**src/rtl/mask_builder.sv**
```systemverilog
// Accumulates a set of entry indices into a bit mask, then holds the completed
// mask (with distinct-bit count and duplicate/out-of-range flags) until consumed.
module mask_builder #(
    parameter  int NENTRIES = 8,
    localparam int IDXW     = $clog2(NENTRIES)
) (
    input  logic                clk,
    input  logic                rst,
    input  logic                in_valid,
    output logic                in_ready,
    input  logic [IDXW-1:0]     in_idx,
    input  logic                in_last,
    output logic                out_valid,
    input  logic                out_ready,
    output logic [NENTRIES-1:0] out_mask,
    output logic [IDXW:0]       out_count,
    output logic                out_dup,
    output logic                out_oob
);

    localparam int                CW  = IDXW + 1;
    localparam logic [NENTRIES-1:0] ONE = NENTRIES'(1);

    typedef enum logic {
        ACCUM = 1'b0,
        HOLD  = 1'b1
    } state_t;

    state_t              state;
    state_t              state_next;
    logic [NENTRIES-1:0] mask;
    logic [CW-1:0]       count;
    logic                dup;
    logic                oob;

    logic                accept;
    logic                handshake;
    logic                in_range;
    logic [NENTRIES-1:0] hit;
    logic                already;

    // NOTE: every register here is cleared by the asynchronous reset so that
    // the outputs read zero as soon as rst rises, without waiting for a clock.
    always_ff @(posedge clk or posedge rst) begin
        if (rst) begin
            state <= ACCUM;
        end else begin
            state <= state_next;
        end
    end

    // NOTE: combinational blocks assign a default first so no latch is inferred.
    always_comb begin
        state_next = state;
        case (state)
            ACCUM:   if (in_valid && in_last) state_next = HOLD;
            HOLD:    if (out_ready)           state_next = ACCUM;
            default: state_next = ACCUM;
        endcase
    end

    // Handshake outputs decode the registered state only.
    always_comb begin
        in_ready  = (state == ACCUM);
        out_valid = (state == HOLD);
    end

    assign accept    = in_valid && in_ready;
    assign handshake = out_valid && out_ready;

    // Shifting past the top of the mask yields zero, so an out-of-range index
    // never touches a mask bit and never reads one as already set.
    assign hit     = ONE << in_idx;
    assign already = |(mask & hit);

    generate
        if (NENTRIES == (1 << IDXW)) begin : g_pow2
            assign in_range = 1'b1;
        end else begin : g_npow2
            localparam logic [IDXW:0] LIMIT = CW'(NENTRIES);
            assign in_range = {1'b0, in_idx} < LIMIT;
        end
    endgenerate

    // NOTE: sequential state uses non-blocking assignments so every register
    // samples pre-edge values and simulation matches the synthesized flops.
    always_ff @(posedge clk or posedge rst) begin
        if (rst) begin
            mask  <= '0;
            count <= '0;
            dup   <= 1'b0;
            oob   <= 1'b0;
        end else if (handshake) begin
            mask  <= '0;
            count <= '0;
            dup   <= 1'b0;
            oob   <= 1'b0;
        end else if (accept) begin
            if (!in_range) begin
                oob <= 1'b1;
            end else if (already) begin
                dup <= 1'b1;
            end else begin
                mask  <= mask | hit;
                count <= count + CW'(1);
            end
        end
    end

    assign out_mask  = mask;
    assign out_count = count;
    assign out_dup   = dup;
    assign out_oob   = oob;

endmodule

```
**config.mk**
```make
export PLATFORM = sky130hd
export DESIGN_NAME = mask_builder
export DESIGN_NICKNAME = d
export VERILOG_FILES = /design/src/rtl/mask_builder.sv
export SDC_FILE = /design/constraint.sdc
export NUM_CORES = 1
export LEC_CHECK = 0
export CELL_PAD_IN_SITES_DETAIL_PLACEMENT = 0
export CELL_PAD_IN_SITES_GLOBAL_PLACEMENT = 1
export CORE_MARGIN = 1.5
export CORE_UTILIZATION = 30
export DETAILED_ROUTE_END_ITERATION = 16
export PLACE_DENSITY = 0.82
export SLEW_MARGIN = 40
export SYNTH_ARGS = -nofsm -noshare
export SYNTH_HDL_FRONTEND = slang
export SYNTH_SLANG_ARGS = --single-unit
```
**constraint.sdc**
```tcl
create_clock -name clk -period 2.8 [get_ports clk]
set_input_delay 0.56 -clock clk [delete_from_list [all_inputs] [get_ports clk]]
set_output_delay 0.56 -clock clk [all_outputs]
set_load 0.03 [all_outputs]
```
-- Word level (Yosys, flattened, before mapping)
Cells that the tools add are included.
- bits of input ports: 8
- flip-flop bits (word level): 14
- output and inout port bits: 16
- reduce and logical (&&, ||, !) cells: 8
- add/sub/neg operators: 1
- shift operators: 1
- multiplexer cells: 12
- bitwise gates (word level): 3
- equal/unequal tests: 1
- operators with widths (operator ; count):
    two-way mux 8 bit ; 3
    two-way mux 4 bit ; 3
    bitwise AND 8 bit ; 1
    OR 8 bit ; 1
    OR reduction 8 bit ; 1
    left shift 1 x 3 -> 8 bit (first input constant) ; 1
    two-way mux 1 bit ; 5
    adder 4 x 1 -> 4 bit (second input constant) ; 1
    AND reduction 2 bit ; 2
    nonzero test 2 bit ; 2
    logical AND 1 bit ; 3
    inequality test 2 bit (second input constant) ; 1
    one-hot mux 1 bit (2 select lines) ; 1
    NOT 1 bit ; 1

-- Logic depth before layout (Yosys ltp)
- depth after elaboration: 6
- mapped depth: 5
- gate-level depth less buffers: 4

-- Least setup slack after synthesis
Ideal clock, no wire load.
- path type: input to register
- start point: input in_idx[0]
- end point: register count[1] (netlist: out_count[1])
- cell stages on the path: 5
- data required time: 2680 ps
- arrival: 1639 ps
- library setup time: 120 ps
- buffers on the path: 1
- slack: 1041 ps
- cell sequence: buf_6 > mux2i_1 > mux4_2 > and3_1 > a31o_1
- longest elaborated chain between the ends: 5
- RTL lines (element ; line ; text):
    from (decl) ; 11 ; input logic [IDXW-1:0] in_idx,
    left shift 1 x 3 -> 8 bit ; 73 ; assign hit = ONE << in_idx;
    bitwise AND 8 bit ; 74 ; assign already = |(mask & hit);
    OR reduction 8 bit ; 74 ;
    inequality test 2 bit (no source line) ; -- ;
    AND reduction 2 bit (no source line) ; -- ;
    to (signal assigned) ; 105 ; count <= count + CW'(1);
    to (decl) ; 32 ; logic [CW-1:0] count;
No other way between the ends.
A chain may end at the register's enable or synchronous reset.

-- Worst setup path after layout
Same ends and word-level chain as after synthesis.

==> results.toml <==
[outcome]
outcome = "finished clean"

[hold_path]
whs_path_depth = 1
worstHoldPathType = "reg -> reg"
min_from = "out_count[3]"

[logic_synthesis]
syn_area_sq_um = 679
synthCells = 67
synth_fp_nets = 76
syn-mean-instance-area_sq_um = 10.1
synth_seq_area_share_pct = 51.6
yosys_warnings = 0
synth_cell_type_count = 22
ys_seq_elements = 14

[clock_tree]
cts_resized = 0
ctsRootBufferMaster = "clkbuf_4"
cts_tree = "built"
cts_buffer_depth = 2
h-tree-depth = 1
holdBufCountCts = 0
clock_latency_ps = 280
clk_pin_slew_ps = 90
postCtsSetupBuffers = 0
cts_sinks = 14
cts_made_buffers = 3

[timing]
min_period_ps = 2090
tightest_slew_ps = 537
setup_viol = 0
fin_crit_sh_pct = 74.8
fmax_mhz = 478
hold_violations = 0
rsz0062_at_grt = "false"
maxSlewViolCount = 0
setup_tns_ps = 0
relSlewSlack_pct = 64.2
fin_worst_skew_ps = 6.35

[worst_setup_path]
critPathCaptureType = "flip-flop"
path_max_fanout = 9
crit_path_start_kind = "input port"
required_ps = 2970
crit_type = "in -> reg"
r2r-start = "out_mask[1]"
cp.depth = 5
rr_worst_depth = 4
critPathMaxStageDelay_ps = 670
path_cells = "clkdlybuf4s50_1 > mux2i_1 > mux4_2 > and3_1 > a31o_1"
cpMaxStageDelayCell = "clkdlybuf4s50_1"
arrival_ps = 2270
crit_path_start = "in_idx[0]"
path_buf_inv = 1
cp_top_family = "buffers and inverters"

[detailed_routing]
ant_nets = 0
vias = 579
detail_route.wl_per_cell_um = 12.4
firstDrtPassIters = 4
drc = 0
via_per_inst = 4.91
drt-initial-drc-count = 10
drt-total-wl_um = 1460

[floorplan]
ioPinCount = 24
die_area_sq_um = 2560
die_x_um = 50.6
core_area_sq_um = 2170
die_y_um = 50.6
start_util_pct = 31.3
num_rows = 17

[global_route]
antenna_found_initial = 0
grt.total_usage_pct = 13.3
gr-total-overflow = 0
grt_max_degree = 15
first_global_vias = 587
grt_pass1_wl_um = 2470

[placement]
gp_congestion = 0.788
dpl_cell_area_sq_um = 916
place_hpwl_um = 1130
io_buffers = 22

[final_layout]
finalInstanceArea_sq_um = 952
drive_gt1_share_pct = 6.67
mostFrequentLayoutCell = "clkdlybuf4s50_1"
nets = 100
antennaDiodeCount = 0
fillCellCount = 233
area_growth_pct = 40.1
mostFrequentLayoutCells = "clkdlybuf4s50_1, dfrtp_1, nor2_1"
fin_util_pct = 43.9

[power]
p_sw_mw = 0.286
leakage_nw = 0.449
peakVddDrop_mv = 0.374
fin_total_pwr_mw = 0.754
p_int_mw = 0.467
swShare_pct = 38.0
power.share.combinational_pct = 41.8
clkPwrFrac_pct = 19.3
seqPwrFrac_pct = 38.9
power_density_nw_per_um2 = 791

[job]
drv_cap = 0
synthesized netlist by cell type (all sizes together):
| master | number | area [sq um] |
|---|---|---|
| a31o | 1 | 8.76 |
| nand2 | 7 | 26.3 |
| clkbuf | 2 | 7.51 |
| nand3 | 2 | 10.0 |
| buf | 2 | 18.8 |
| nor2 | 10 | 37.5 |
| dfrtp | 14 | 350 |
| mux2i | 7 | 70.1 |
| a21oi | 3 | 15.0 |
| nor2b | 2 | 12.5 |
| and3 | 2 | 12.5 |
| and2 | 1 | 6.26 |
| and2b | 1 | 7.51 |
| nand2b | 1 | 6.26 |
| o21ai | 2 | 10.0 |
| ha | 1 | 12.5 |
| a31oi | 4 | 25.0 |
| a41oi | 1 | 8.76 |
| mux4 | 1 | 22.5 |
| inv | 2 | 7.51 |
| conb | 1 | 3.75 |
path summary, 6_finish.rpt:
kind,to,slack [ps]
worst min-delay path,out_count[3],480
min in group asynchronous,out_count[3],610
worst min register to register,out_count[3],480
max in group asynchronous,out_dup,1830
worst max register to register,out_count[1],1310
worst max-delay path,out_count[1],710
power by group through the flow:
stage | logic (mW) | clock network, mW | registers (mW)
after floorplan | 0.0922 | 0 | 0.386
after global placement | 0.311 | 0 | 0.297
after detailed placement | 0.318 | 0 | 0.297
after CTS | 0.319 | 0.151 | 0.294
after global routing | 0.342 | 0.163 | 0.302
final | 0.315 | 0.145 | 0.293
routing by layer:
layer | routed length [um] | vias to the layer above | global-route usage [%] | part of all wire, %
li1 | - | 278 | - | -
met1 | 638 | 282 | 14.3 | 44
met2 | 709 | 15 | 22.1 | 49
met3 | 72 | 4 | 3.57 | 4.9
met4 | 38 | 0 | 9.91 | 2.6
met5 | 0 | - | 0 | 0
cells by family after synthesis:
family | after synthesis | synth area share, %
other | 1 | 0.552
AOI/OAI and AO/OA | 11 | 9.94
buffers and inverters | 6 | 4.97
DFF | 14 | 51.6
and+or+nand+nor | 26 | 17.5
muxes | 8 | 13.6
adders and majority gates | 1 | 1.84
flip-flops by register name, indices dropped and copies added, names as in the netlist:
name,flops
out_mask,8
out_count,4
out_valid,1
out_dup,1
through the flow:
| stage | worst slack [ps] | hold WS [ps] | cells |
|---|---|---|---|
| after floorplan | 1040 | 449 | 67 |
| after global placement | 463 | 471 | 114 |
| after detailed placement | 411 | 474 | 114 |
| after CTS | 715 | 486 | 118 |
| after global routing | 642 | 525 | 118 |
| final | 707 | 482 | 118 |
final cells by class:
cell class	instances	area, sq um	share of cell area, %
clock buffer	4	36.3	3.81
tap	28	35.0	3.68
multi-input combinational	47	295	31.0
sequential	14	350	36.8
timing repair buffer	23	228	23.9
inverter	2	7.51	0.788
No activity file was read; power rests on OpenSTA's default activity.
